**config.mk**
```make
export PLATFORM = sky130hd
export DESIGN_NAME = fifo_wr_arbiter_ctrl
export DESIGN_NICKNAME = d
export VERILOG_FILES = /design/src/rtl/fifo_ctrl_pkg.sv /design/src/rtl/fifo_wr_arbiter_ctrl_rr_arbiter.sv /design/src/rtl/fifo_wr_arbiter_ctrl.sv
export SDC_FILE = /design/constraint.sdc
export NUM_CORES = 1
export LEC_CHECK = 0
export CAP_MARGIN = 20
export CORE_UTILIZATION = 44
export CTS_BUF_LIST = sky130_fd_sc_hd__clkbuf_4 sky130_fd_sc_hd__clkbuf_8
export CTS_CLUSTER_SIZE = 20
export DETAILED_ROUTE_END_ITERATION = 7
export PLACE_DENSITY = 0.88
export SKIP_LAST_GASP = 1
export SYNTH_ARGS = -nofsm -noshare
export SYNTH_HDL_FRONTEND = slang
export SYNTH_SLANG_ARGS = --single-unit
```
**constraint.sdc**
```tcl
create_clock -name clk -period 5.54 [get_ports clk]
set_input_delay 0.554 -clock clk [delete_from_list [all_inputs] [get_ports clk]]
set_output_delay 0.554 -clock clk [all_outputs]
set_load 0.03 [all_outputs]
```
**src/rtl/fifo_ctrl_pkg.sv**
```systemverilog
// Shared types and width constants for the FIFO write-arbiter controller.
package fifo_ctrl_pkg;

    typedef enum logic [1:0] {
        ST_INIT  = 2'd0,
        ST_RUN   = 2'd1,
        ST_FLUSH = 2'd2
    } state_e;

    localparam int NREQ_DFLT = 4;
    localparam int ADDR_DFLT = 3;

    // Widths for the default configuration; the top recomputes them from its own parameters.
    localparam int ID_W    = $clog2(NREQ_DFLT);
    localparam int LEVEL_W = ADDR_DFLT + 1;

endpackage

```
**src/rtl/fifo_wr_arbiter_ctrl_rr_arbiter.sv**
```systemverilog
// Combinational round-robin arbiter: the search begins at ptr and wraps.
module rr_arbiter
    import fifo_ctrl_pkg::*;
#(
    parameter  int NREQ = NREQ_DFLT,
    localparam int IDW  = $clog2(NREQ)
) (
    input  logic [NREQ-1:0] req,
    input  logic [IDW-1:0]  ptr,
    output logic [NREQ-1:0] gnt,
    output logic [IDW-1:0]  gnt_id
);

    always_comb begin
        int   idx;
        logic found;
        idx    = 0;
        found  = 1'b0;
        gnt    = '0;
        gnt_id = '0;
        for (int i = 0; i < NREQ; i++) begin
            idx = int'(ptr) + i;
            if (idx >= NREQ) begin
                idx = idx - NREQ;
            end
            if (!found && req[idx]) begin
                found    = 1'b1;
                gnt[idx] = 1'b1;
                gnt_id   = IDW'(idx);
            end
        end
    end

endmodule

```
**src/rtl/fifo_wr_arbiter_ctrl.sv**
```systemverilog
// Controller for a single-clock FIFO: round-robin write sharing, gated reads,
// occupancy tracking and a flush sequence that drains the FIFO silently.
module fifo_wr_arbiter_ctrl
    import fifo_ctrl_pkg::*;
#(
    parameter int WIDTH = 8,
    parameter int ADDR  = 3,
    parameter int CELLS = 8,
    parameter int NREQ  = 4
) (
    input  logic                    clk,
    input  logic                    reset,
    input  logic [NREQ-1:0]         wr_valid,
    input  logic [NREQ*WIDTH-1:0]   wr_data,
    output logic [NREQ-1:0]         wr_ready,
    output logic [$clog2(NREQ)-1:0] grant_id,
    input  logic                    rd_req,
    output logic [WIDTH-1:0]        rd_data,
    output logic                    rd_valid,
    input  logic                    flush,
    output logic                    flush_busy,
    output logic [ADDR:0]           level,
    output logic                    fifo_cs,
    output logic                    fifo_we,
    output logic                    fifo_rd,
    output logic [WIDTH-1:0]        fifo_din,
    input  logic [WIDTH-1:0]        fifo_dout,
    input  logic                    fifo_full,
    input  logic                    fifo_empty
);

    localparam int IDW = $clog2(NREQ);
    localparam int LW  = ADDR + 1;

    state_e          state_q;
    logic [IDW-1:0]  rr_ptr_q, rr_ptr_d;
    logic [IDW-1:0]  grant_id_q;
    logic [LW-1:0]   level_q, level_d;
    logic            rd_valid_q;
    logic            flush_busy_q;
    logic            cs_q;

    logic [NREQ-1:0] arb_gnt;
    logic [IDW-1:0]  arb_id;
    logic            in_run;
    logic            in_flush;
    logic            wr_fire;

    assign in_run   = (state_q == ST_RUN);
    assign in_flush = (state_q == ST_FLUSH);

    rr_arbiter #(
        .NREQ (NREQ)
    ) u_arb (
        .req    (wr_valid),
        .ptr    (rr_ptr_q),
        .gnt    (arb_gnt),
        .gnt_id (arb_id)
    );

    // The full flag blocks every grant, even in a cycle that also pops a word.
    assign wr_ready = (in_run && !fifo_full) ? arb_gnt : '0;
    assign wr_fire  = |(wr_valid & wr_ready);
    assign fifo_we  = wr_fire;

    always_comb begin
        fifo_din = '0;
        if (wr_fire) begin
            fifo_din = wr_data[arb_id*WIDTH +: WIDTH];
        end
    end

    always_comb begin
        fifo_rd = 1'b0;
        if (in_run) begin
            fifo_rd = rd_req && !fifo_empty;
        end else if (in_flush) begin
            fifo_rd = !fifo_empty;
        end
    end

    always_comb begin
        rr_ptr_d = rr_ptr_q;
        if (wr_fire) begin
            rr_ptr_d = (arb_id == IDW'(NREQ - 1)) ? '0 : arb_id + 1'b1;
        end
    end

    always_comb begin
        level_d = level_q;
        case ({wr_fire, fifo_rd})
            2'b10:   level_d = level_q + LW'(1);
            2'b01:   level_d = level_q - LW'(1);
            default: level_d = level_q;
        endcase
    end

    // state | meaning
    // INIT  | one cycle after reset, FIFO deselected, no strobes
    // RUN   | arbitrated writes and consumer reads
    // FLUSH | pop until empty, popped data is not presented
    always_ff @(posedge clk) begin
        if (reset) begin
            state_q      <= ST_INIT;
            flush_busy_q <= 1'b0;
            cs_q         <= 1'b0;
        end else begin
            cs_q <= 1'b1;
            case (state_q)
                ST_INIT: begin
                    state_q      <= ST_RUN;
                    flush_busy_q <= 1'b0;
                end
                ST_RUN: begin
                    if (flush) begin
                        state_q      <= ST_FLUSH;
                        flush_busy_q <= 1'b1;
                    end
                end
                ST_FLUSH: begin
                    if (fifo_empty && !fifo_rd) begin
                        state_q      <= ST_RUN;
                        flush_busy_q <= 1'b0;
                    end
                end
                default: begin
                    state_q      <= ST_INIT;
                    flush_busy_q <= 1'b0;
                end
            endcase
        end
    end

    always_ff @(posedge clk) begin
        if (reset) begin
            rr_ptr_q   <= '0;
            grant_id_q <= '0;
            level_q    <= '0;
            rd_valid_q <= 1'b0;
        end else begin
            rr_ptr_q   <= rr_ptr_d;
            level_q    <= level_d;
            rd_valid_q <= fifo_rd && in_run;
            if (wr_fire) begin
                grant_id_q <= arb_id;
            end
        end
    end

    assign fifo_cs    = cs_q;
    assign grant_id   = grant_id_q;
    assign level      = level_q;
    assign rd_valid   = rd_valid_q;
    assign rd_data    = fifo_dout;
    assign flush_busy = flush_busy_q;

    level_in_range: assert property (@(posedge clk) disable iff (reset)
        level_q <= LW'(CELLS));
    no_overflow: assert property (@(posedge clk) disable iff (reset)
        !(level_q == LW'(CELLS) && wr_fire && !fifo_rd));
    no_underflow: assert property (@(posedge clk) disable iff (reset)
        !(level_q == '0 && fifo_rd && !wr_fire));

endmodule

```
* Yosys cells after proc, flatten, opt, wreduce, memory -nomap -nowiden
Index checks and enable logic that the tools add are counted.
Operators by class: add/sub/neg operators 10, magnitude comparators 12, eq/ne operators 7, shifts and indexed selects 1, mux-type cells 48, bitwise operators 4, reductions and logical operators 21
Operators with widths (number):
- greater-or-equal comparator 32 x 1 -> 1 bit (second input constant) | 4
- < comparator 32 x 4 -> 1 bit (second input constant) | 4
- two-way mux 32 bit | 4
- greater-or-equal comparator 32 x 4 -> 1 bit (second input constant) | 3
- subtractor 32 x 4 -> 32 bit (second input constant) | 3
- variable part select 32 x 6 -> 8 bit | 1
- two-way mux 1 bit | 20
- two-way mux 4 bit | 5
- two-way mux 2 bit | 7
- OR 4 bit | 3
- logical AND 1 bit | 11
- binary-select mux 1 bit (select 2 bit) | 4
- demux 1 bit (select 2 bit) | 4
- two-way mux 8 bit | 1
- case mux 4 bit (2 select lines) | 1
- adder 2 x 2 -> 3 bit (second input constant) | 2
- == test 2 bit (second input constant) | 3
- logical NOT 1 bit | 6
- case mux 2 bit (3 select lines) | 1
- adder 4 x 1 -> 4 bit (second input constant) | 1
- bitwise AND 4 bit | 1
- == test 2 x 1 -> 1 bit (second input constant) | 2
- OR reduction 4 bit | 1
- subtractor 2 x 3 -> 4 bit (second input constant) | 1
- 10 further kinds | 10
Storage, ports and cells: flip-flop bits (word level) 13, input bits 50, output and inout bits 31, word-level logic and storage cells 110

* Depth between registers and ports, before layout
Gate-level depths: netlist of the first run.
depth in word-level cells 20, mapped depth 17, gate-level depth less buffers 14

* Cells and area by module
A second synthesis of the first run with hierarchy kept.
Unflattened totals: cells, all modules 150, area total of the unflattened synthesis 1431.4 sq um
By module, submodules not included:
- fifo_wr_arbiter_ctrl | instances 1, cells an instance 101, area each 974.7 sq um, seq. area each 260.2 sq um
- rr_arbiter | instances 1, cells an instance 49, area each 456.7 sq um, seq. area each 0.0 sq um

* Worst setup path before layout of the first run
Ideal clock, no wire load.
path type reg-to-reg, from register with a tool-made name, to register level_q[3] (netlist: level[3]), setup time 0.071 ns, arrival time 3.589 ns, required time 5.469 ns, slack 1.880 ns, stages on the path, launching flop included 17, buffers on the path 2, clock period less this slack 3.660 ns, cell sequence dfxtp_1 > buf_6 > buf_4 > inv_1 > ha_1 > mux4_2 > nand4bb_1 > o211ai_1 > a32o_2 > nor3_4 > ha_1 > ha_1 > a21o_1 > a21oi_1 > xnor2_1 > or3_1 > a21oi_1
RTL lines:
- end signal: assignment | line fifo_wr_arbiter_ctrl.sv:142 | level_q <= level_d;
- end: declaration | line fifo_wr_arbiter_ctrl.sv:38 | logic [LW-1:0] level_q, level_d;

==> results.md, run 1 <==
* Ranking of synthesized cells by area: dfxtp_1, mux4_2, mux4_1
* IO Pins at 81
* P&R area growth vs syn at 39.9%
* Async S/R FF share, synth at 0%
* Clock Skew at between 0.3 and 0.4 ps
* Reg-to-Reg End: level[3]
* Initial core utilization at 46.0%
* 1st-iter DRT viols at 93
* Finished Cell Area at 2150 sq um
* Clk root buf: clkbuf_4
* DRT Pass-1 Iters at 4
* Setup bufs post-CTS at 0
* GRT Total Usage at a little over a fifth
* Antenna diode count at 0
* Largest area contributor in the netlist: dfxtp_1
* Worst-Skew Late Latency at 270 ps
* MaxCap Viol Count at 0
* Hold_ws at 473 ps
* Largest net degree at the start of global routing at 17
* Netlist cell types at between 50 and 60
* Hold path cells at 2
* Clk slew on worst S/H paths at 70 ps
* Die area at 3730 sq um
* Count leader, synth: nand2_1
* Worst hold path startpoint: grant_id[1]
* PD cells at 324 nW/um^2
* GR peak layer: met2
* Yosys reg bits at 12
* Drt total wl at 3950 um
* Cell Area, Synth at roughly 1500 sq um
* Dpl cell area at 2120 sq um
* DR vias at around 1600
* Met3 layer usage reported by global route at 5.04%
* IO Port Bufs at between 60 and 70
* Worst Setup End Kind: output port
* Area of the multi-input gates at 1140 sq um
* GPL Wtd Cong at just over 0.9
* Peak supply drop at 130 uV
* RSZ-0062 raised after global routing: false
* Yosys top cell area share at 15.7%
* DP HPWL at between 3000 and 4000 um
* Storage cell area at 240 sq um
* Post-Place Cells at 277
* Critical path launch point type: register
* Setup Total Neg Slack at 0 ps
* Met2 usage at 37.3%
* Initial antenna violation count at 0
* Met1 Usage GRT at between 20% and 30%
* Drt drc at 0
* Minimum clock period at 4670 ps
* Final setup fails at 0
* Synth Area per Inst at 8.38 sq um
* Sequential fraction of the synthesis area at between 10% and 20%
* Crit path required time at 4990 ps
* Worst-Margin Slew at 701 ps
* Synth Instances at ~180
* H-tree levels at 1
* Ys Warns at 0
* Layout cells sized above 1 at between 8 and 9%
* EDFF count, synth at 0
* HP Class: register to register
* Clock tree buffer depth at 2
* Min-Delay Endpoint: grant_id[1]
* Fmax at 214 MHz
* Vias in the first global route at ~1300
* CTS resizes at 0
* R2r setup slk at 1210 ps
* Vias per cell at 5.65
* Hold buffer count at CTS at 0
* Max-slew violations at 0
* First-pass GRT wire length at 5840 um
* Setup CP Type: register to output port
* Final non-filler cell total at 280
* Fin crit share at 84.2%
* Grt total ovfl at 0
* Outcome: completed
* R2r worst-path depth at 14
* Die height at approximately 61 um
* Core ar. at 3340 sq um
* Synth cell count leaders: nand2_1, a21oi_1, nor2_1
* Arrival time of the worst setup path at approximately 4100 ps
* Chip width at 61.0 um
* Fillers at 287
* Num Clock Sinks at 12
* Per-cell routed wire length at 14.1 um
* Leak at 0.773 nW
* Most used DFF post-synth: dfxtp_1
* Post-synthesis net count at 241
* Count of final hold-check violations at 0
* Slew headroom at ~53%
* Std-Cell Rows at 21
* Design Power at around 0.70 mW
* Post-route antenna net violation count at 0
* CP Max Fanout at 16
* Fin nets at 294
* Total CTS buffers at 3
* CTS tree: built
-- where the power goes --
part / switching [mW] / internal (mW) / total (mW)
Sequential: 0.0284 / 0.0999 / 0.128
Combinational: 0.268 / 0.245 / 0.513
Clock: 0.0299 / 0.0252 / 0.0551
Total: 0.326 / 0.370 / 0.696
-- how the worst max path moves through the flow --
stage,startpoint,to,cells past startpoint
6_report,register,fifo_din[3],10
3_3_place_gp,register,fifo_din[3],10
2_1_floorplan,register,level[3],16
5_1_grt,register,fifo_din[3],10
4_1_cts,register,fifo_din[3],10
3_5_place_dp,register,fifo_din[3],10
-- critical path: stages (launching register included) --
cell             delay (ps)
dfxtp_1                 670
inv_1                   200
ha_1                    580
mux4_2                  640
nand4bb_1               220
o211ai_1                170
a32o_2                  310
nor3_4                   70
inv_2                   150
and2_1                  150
clkdlybuf4s50_1         660
-- state kept, by name, indices dropped and copies added (netlist names), named ones only --
signal	flops
state_q	2
level	4
fifo_cs	1
rr_ptr_q	1
rd_valid	1
grant_id	2
-- through the flow --
step	worst slack (ps)	util (%)
final	874	64.3
after global routing	509	64.3
after CTS	845	64.3
after detailed placement	1150	63.6
after floorplan	1880	-
after global placement	1200	63.6
-- logic make-up after synthesis --
group                    after synthesis  share of synthesized area, %
buffers and inverters                 26                          9.79
AND/OR/NAND/NOR                       73                          26.0
flip-flops                            12                          15.7
multiplexers                          11                          17.1
adder cells (fa/ha/maj)                8                          7.01
XOR/XNOR                               4                          2.28
AO/OA/AOI/OAI                         49                          22.1
-- layer usage --
metal / share of wire [%] / vias up / wire length, um
met2: 49 / 70 / 1940
li1: - / 790 / -
met4: 1.4 / 0 / 55
met5: 0 / - / 0
met3: 9.8 / 6 / 388
met1: 40 / 717 / 1560
-- area by class of cell --
type / instances / share of cell area (%)
inverter: 9 / 1.57
timing repair buffer: 65 / 30.2
sequential: 12 / 11.2
clock buffer: 3 / 1.05
tap: 46 / 2.68
multi-input combinational: 145 / 53.3
-- placed cells by master (no fill, tap or decap), types with 2 or more instances in the layout --
master	n
ha_1	7
clkbuf_4	3
o22ai_1	2
nor3_1	2
nor2b_1	3
nand4bb_1	2
o21ai_0	4
nor2_1	16
xnor2_1	2
clkdlybuf4s50_1	64
nand2b_1	3
a21o_1	2
or3_1	3
a21oi_1	18
mux4_2	7
a22oi_1	3
nand2_1	19
a31oi_1	2
o211ai_1	2
and2_1	9
nand3_1	2
dfxtp_1	12
o31ai_1	2
mux4_1	4
inv_1	8
nand4_1	4
xor2_1	2
a211oi_1	3
nor4_1	3
Power figures use the tool's default switching activity.
==> run 2: changes to the inputs <==
--- a/config.mk
+++ b/config.mk
@@ -6,11 +6,11 @@
 export NUM_CORES = 1
 export LEC_CHECK = 0
 export CAP_MARGIN = 20
-export CORE_UTILIZATION = 44
+export CORE_UTILIZATION = 41
 export CTS_BUF_LIST = sky130_fd_sc_hd__clkbuf_4 sky130_fd_sc_hd__clkbuf_8
 export CTS_CLUSTER_SIZE = 20
 export DETAILED_ROUTE_END_ITERATION = 7
-export PLACE_DENSITY = 0.88
+export PLACE_DENSITY = 0.83
 export SKIP_LAST_GASP = 1
 export SYNTH_ARGS = -nofsm -noshare
 export SYNTH_HDL_FRONTEND = slang
==> constraint.sdc (replaced) <==
create_clock -name clk -period 4.8 [get_ports clk]
set_input_delay 0.48 -clock clk [delete_from_list [all_inputs] [get_ports clk]]
set_output_delay 0.48 -clock clk [all_outputs]
set_load 0.03 [all_outputs]
==> results.md, run 2 (synthesis results as in run 1) <==
* DRT Pass-1 Iters at 4 (unchanged)
* Outcome: completed (unchanged)
* Arrival time of the worst setup path at 3890 ps (was 4110 ps)
* Most common cell after layout, fill and taps aside: clkdlybuf4s50_1 (unchanged)
* Final setup fails at 0 (unchanged)
* Finished Cell Area at 2170 sq um (was 2150 sq um)
* Max-slew violations at 0 (unchanged)
* Post-Place Cells at 278 (was 277)
* Initial antenna violation count at 0 (unchanged)
* MaxCap Viol Count at 0 (unchanged)
* DR vias at 1588 (was 1583)
* Final worst slack at 426 ps (was 874 ps)
* GPL Wtd Cong at 0.832 (was 0.906)
* Hold buffer count at CTS at 0 (unchanged)
* Num Clock Sinks at 12 (unchanged)
* H-tree levels at 1 (unchanged)
* CTS tree: built (unchanged)
* Internal power at 0.459 mW (was 0.370 mW)
* Drt drc at 0 (unchanged)
* Worst Setup End Kind: output port (unchanged)
* Setup bufs post-CTS at 0 (unchanged)
* CP peak stage delay at 660 ps (was 670 ps)
* Finished Core Util at 62.6% (was 64.3%)
* Leak at 0.786 nW (was 0.773 nW)
* Total CTS buffers at 3 (unchanged)
* First-pass GRT wire length at 6640 um (was 5840 um)
* Std-Cell Rows at 21 (unchanged)
* Sw power at 0.379 mW (was 0.326 mW)
* Vias in the first global route at 1438 (was 1257)
* Vias per cell at 5.65 (about the same)
* Clk root buf: clkbuf_8 (was clkbuf_4)
* Fin nets at 295 (was 294)
* Final non-filler cell total at 281 (was 280)
* HP Class: register to register (unchanged)
* Clock power frac at 10.8% (was 7.9%)
* Sequential share of power at 15.8% (was 18.4%)
* CP delay by family, top: buffers and inverters (unchanged)
* Critical path launch point type: register (unchanged)
* Gate power share at 73.4% (was 73.7%)
* Fmax at 229 MHz
* Slowest cell on crit path: clkdlybuf4s50_1 (was dfxtp_1)
* R2r setup slk at 590 ps (was 1210 ps)
* Post-route antenna net violation count at 0 (unchanged)
* Net Sw Frac at 45.2% (was 46.8%)
* Met3 layer usage reported by global route at 2.72% (was 5.04%)
* P&R area growth vs syn at 41.6% (was 39.9%)
* CTS resizes at 0 (unchanged)
* 1st-iter DRT viols at 64 (was 93)
* Largest net degree at the start of global routing at 17 (unchanged)
* Setup Total Neg Slack at 0 ps (unchanged)
* RSZ-0062 raised after global routing: false (unchanged)
* Core ar. at 3470 sq um (was 3340 sq um)
* Worst-Skew Late Latency at 240 ps (was 270 ps)
* DP HPWL at 3110 um (was 3160 um)
* Chip width at 63.2 um (was 61.0 um)
* Die area at 3990 sq um (was 3730 sq um)
* Clk slew on worst S/H paths at 50 ps (was 70 ps)
* Crit path required time at 4320 ps (was 4990 ps)
* Minimum clock period at 4370 ps
* Setup CP Type: register to output port (unchanged)
* Fillers at 316 (was 287)
* Dpl ws at 676 ps (was 1150 ps)
* IO Pins at 81 (unchanged)
* GR peak layer: met2 (unchanged)
* GRT Total Usage at 20.8% (about the same)
* Layout cells sized above 1 at 8.51% (was 8.12%)
* Crit-path cells: inv_1 > ha_1 > mux4_2 > o21ai_0 > and4_1 > nor3_4 > inv_2 > and2_1 > clkdlybuf4s50_1 (was inv_1 > ha_1 > mux4_2 > nand4bb_1 > o211ai_1 > a32o_2 > nor3_4 > inv_2 > and2_1 > clkdlybuf4s50_1)
* Dpl cell area at 2130 sq um (was 2120 sq um)
* Most frequent cells in the layout: clkdlybuf4s50_1, nand2_1, a21oi_1 (unchanged)
* Peak supply drop at 280 uV (was 130 uV)
* IO Port Bufs at 64 (unchanged)
* Grt total ovfl at 0 (unchanged)
* Buffers and inverters on the worst path at 3 (unchanged)
* Per-cell routed wire length at 14.3 um (was 14.1 um)
* Slew headroom at 51.6% (was 52.9%)
* Initial core utilization at 44.2% (was 46.0%)
* CP Max Fanout at 15 (was 16)
* Count of final hold-check violations at 0 (unchanged)
* Max reg flops at 4 (unchanged)
* Clock tree buffer depth at 2 (unchanged)
* Worst-Margin Slew at 721 ps (was 701 ps)
* Drt total wl at 4020 um (was 3950 um)
* Fin crit share at between 90 and 100%
* Antenna diode count at 0 (unchanged)
* PD cells at 386 nW/um^2 (was 324 nW/um^2)
* Clock Skew at 1.37 ps (was 0.327 ps)
* Die height at 63.2 um (was 61.0 um)
* Met1 Usage GRT at 25.3% (was 25.1%)
* Met2 usage at 37.8% (was 37.3%)
-- run 2: changes by cell type in the layout (fill, tap and decap cells not counted) --
cell      before  now
clkbuf_4       3    0
clkbuf_8       0    3
buf_4          1    2
-- run 2: tightest hold or removal path: stages, from the launching register on --
cell and delay, ps:
dfxtp_1 310, nand4_1 60, a21oi_1 60
-- run 2: cell type report --
type                    instances  area, sq um  share of cell area [%]
multi-input cells             145         1140                    52.6
repair buffers                 66          656                    30.2
clock buffers                   3         41.3                    1.90
flip-flops and latches         12          240                    11.1
inverters                       9         33.8                    1.56
well taps                      46         57.6                    2.65
-- run 2: metrics by stage --
| stage | hold WS, ps | total power [mW] |
|---|---|---|
| after floorplan | 456 | 0.607 |
| after global placement | 465 | 0.734 |
| after detailed placement | 473 | 0.746 |
| after CTS | 482 | 0.838 |
| after global routing | 500 | 0.905 |
| final | 476 | 0.837 |
-- run 2: power by group through the flow --
stage               logic (mW)  clock network, mW  registers (mW)
finish                   0.615             0.0904           0.132
global route             0.674             0.0973           0.134
CTS                      0.614             0.0925           0.132
detailed placement       0.612                  0           0.134
global placement         0.600                  0           0.134
floorplan                0.458                  0           0.149
-- run 2: layer usage --
| layer | vias up | share of wire (%) |
|---|---|---|
| met5 | - | 0 |
| met4 | 0 | 1.0 |
| met3 | 5 | 5.7 |
| met2 | 55 | 51 |
| met1 | 740 | 43 |
| li1 | 788 | - |
-- run 2: worst paths after layout --
path | startpoint | end | cells past startpoint
setup / recovery | rr_ptr_q[1] | fifo_din[0] | 9
hold / removal | grant_id[0] | grant_id[0] | 2
setup reg to reg | rr_ptr_q[1] | level[3] | 13
hold reg to reg | grant_id[0] | grant_id[0] | 2
==> run 3: changes to the inputs <==
--- a/config.mk
+++ b/config.mk
@@ -7,7 +7,7 @@
 export LEC_CHECK = 0
 export CAP_MARGIN = 20
 export CORE_UTILIZATION = 41
-export CTS_BUF_LIST = sky130_fd_sc_hd__clkbuf_4 sky130_fd_sc_hd__clkbuf_8
+export CTS_BUF_LIST = sky130_fd_sc_hd__clkbuf_2
 export CTS_CLUSTER_SIZE = 20
 export DETAILED_ROUTE_END_ITERATION = 7
 export PLACE_DENSITY = 0.83
==> results.md, run 3 (synthesis results as in run 1) <==
* Setup CP Type: register to output port (unchanged)
* Post-route antenna net violation count at 0 (unchanged)
* Total CTS buffers at 3 (unchanged)
* Layout cells sized above 1 at 8.51% (unchanged)
* CP delay by family, top: buffers and inverters (unchanged)
* Most common cell after layout, fill and taps aside: clkdlybuf4s50_1 (unchanged)
* Antenna diode count at 0 (unchanged)
* MaxCap Viol Count at 0 (unchanged)
* Vias per cell at 5.57 (was 5.65)
* Core ar. at 3470 sq um (unchanged)
* P&R area growth vs syn at 39.9% (was 41.6%)
* Fin nets at 295 (unchanged)
* IO Pins at 81 (unchanged)
* Chip width at 63.2 um (unchanged)
* Vias in the first global route at 1441 (was 1438)
* Finished Cell Area at 2150 sq um (was 2170 sq um)
* Count of final hold-check violations at 0 (unchanged)
* Worst-Margin Slew at 712 ps (was 721 ps)
* Clock tree buffer depth at 2 (unchanged)
* DRT Pass-1 Iters at 4 (unchanged)
* GRT Total Usage at 20.4% (was 20.8%)
* DR vias at 1564 (was 1588)
* Max-slew violations at 0 (unchanged)
* H-tree levels at 1 (unchanged)
* Slew headroom at 52.1% (was 51.6%)
* Worst-Skew Late Latency at 250 ps (was 240 ps)
* Clk slew on worst S/H paths at 110 ps (was 50 ps)
* Initial core utilization at 44.2% (unchanged)
* RSZ-0062 raised after global routing: false (unchanged)
* Outcome: completed (unchanged)
* Die area at 3990 sq um (unchanged)
* Drt total wl at 3960 um (was 4020 um)
* Final non-filler cell total at 281 (unchanged)
* Critical path launch point type: register (unchanged)
* Fin crit share at 91.5% (was 91.1%)
* CTS resizes at 0 (unchanged)
* CP peak stage delay at 660 ps (about the same)
* PD cells at 370 nW/um^2 (was 386 nW/um^2)
* Design Power at 0.793 mW (was 0.837 mW)
* GPL Wtd Cong at 0.832 (unchanged)
* Max reg flops at 4 (unchanged)
* First-pass GRT wire length at 6580 um (was 6640 um)
* HP Class: register to register (unchanged)
* Largest net degree at the start of global routing at 17 (unchanged)
* Peak supply drop at 203 uV (was 280 uV)
* Hold buffer count at CTS at 0 (unchanged)
* CP Max Fanout at 15 (unchanged)
* Num Clock Sinks at 12 (unchanged)
* Setup Total Neg Slack at 0 ps (unchanged)
* Crit-path cells: inv_1 > ha_1 > mux4_2 > o21ai_0 > and4_1 > nor3_4 > inv_2 > and2_1 > clkdlybuf4s50_1 (unchanged)
* Die height at 63.2 um (unchanged)
* Grt total ovfl at 0 (unchanged)
* Drt drc at 0 (unchanged)
* Arrival time of the worst setup path at 3910 ps (was 3890 ps)
* 1st-iter DRT viols at 51 (was 64)
* Most frequent cells in the layout: clkdlybuf4s50_1, nand2_1, a21oi_1 (unchanged)
* DP HPWL at 3110 um (unchanged)
* Minimum clock period at 4390 ps (was 4370 ps)
* Worst Setup End Kind: output port (unchanged)
* Initial antenna violation count at 0 (unchanged)
* Buffers and inverters on the worst path at 3 (unchanged)
* Final setup fails at 0 (unchanged)
* Setup bufs post-CTS at 0 (unchanged)
* IO Port Bufs at 64 (unchanged)
* Crit path required time at 4320 ps (about the same)
* Clk root buf: clkbuf_2 (was clkbuf_8)
* Fmax at 228 MHz (was 229 MHz)
* Dpl cell area at 2130 sq um (unchanged)
* Leak at 0.777 nW (was 0.786 nW)
* Clock Skew at 7.03 ps (was 1.37 ps)
* CTS tree: built (unchanged)
* Slowest cell on crit path: clkdlybuf4s50_1 (unchanged)
* Finished Core Util at 61.9% (was 62.6%)
* Std-Cell Rows at 21 (unchanged)
* Per-cell routed wire length at 14.1 um (was 14.3 um)
* Post-Place Cells at 278 (unchanged)
run 3: changes by cell type in the layout (fill, tap and decap cells not counted):
cell,before,now
clkbuf_2,0,3
clkbuf_8,3,0
run 3: final timing paths:
| kind | startpoint | slack [ps] | end | cells past startpoint |
|---|---|---|---|---|
| setup / recovery | rr_ptr_q[1] | 410 | fifo_din[0] | 9 |
| hold / removal | grant_id[0] | 480 | grant_id[0] | 2 |
| setup reg to reg | rr_ptr_q[1] | 570 | level[3] | 13 |
| hold reg to reg | grant_id[0] | 480 | grant_id[0] | 2 |
run 3: worst register-to-register path, cell delays in order, from the launching register on:
cell,delay [ps]
dfxtp_1,550
inv_1,130
ha_1,560
mux4_2,640
o21ai_0,360
and4_1,400
nor3_4,70
ha_1,250
ha_1,280
a21o_1,170
a21oi_1,180
xnor2_1,110
or3_1,310
a21oi_1,140
run 3: power breakdown:
group	internal, mW	switching [mW]
sequential	0.115	0.0161
clock	0.0171	0.0301
combinational	0.288	0.326
run 3: metrics by stage:
stage | hold WS [ps] | worst slack (ps)
after global routing | 510 | 204
after global placement | 465 | 776
final | 484 | 409
after floorplan | 456 | 1140
after CTS | 491 | 443
after detailed placement | 473 | 676
run 3: final cells by class:
class	instances	area [sq um]
Sequential cell	12	240
Inverter	9	33.8
Fill cell	321	1320
Tap cell	46	57.6
Timing Repair Buffer	66	656
Multi-Input combinational cell	145	1140
Clock buffer	3	15.0
run 3: metal layers:
| metal | up-vias | GRT usage (%) | part of all wire [%] |
|---|---|---|---|
| met5 | - | 0 | 0 |
| met2 | 46 | 37.6 | 52 |
| met3 | 2 | 2.72 | 5.7 |
| li1 | 788 | - | - |
| met1 | 728 | 25.1 | 43 |
| met4 | 0 | 3.49 | 0.23 |
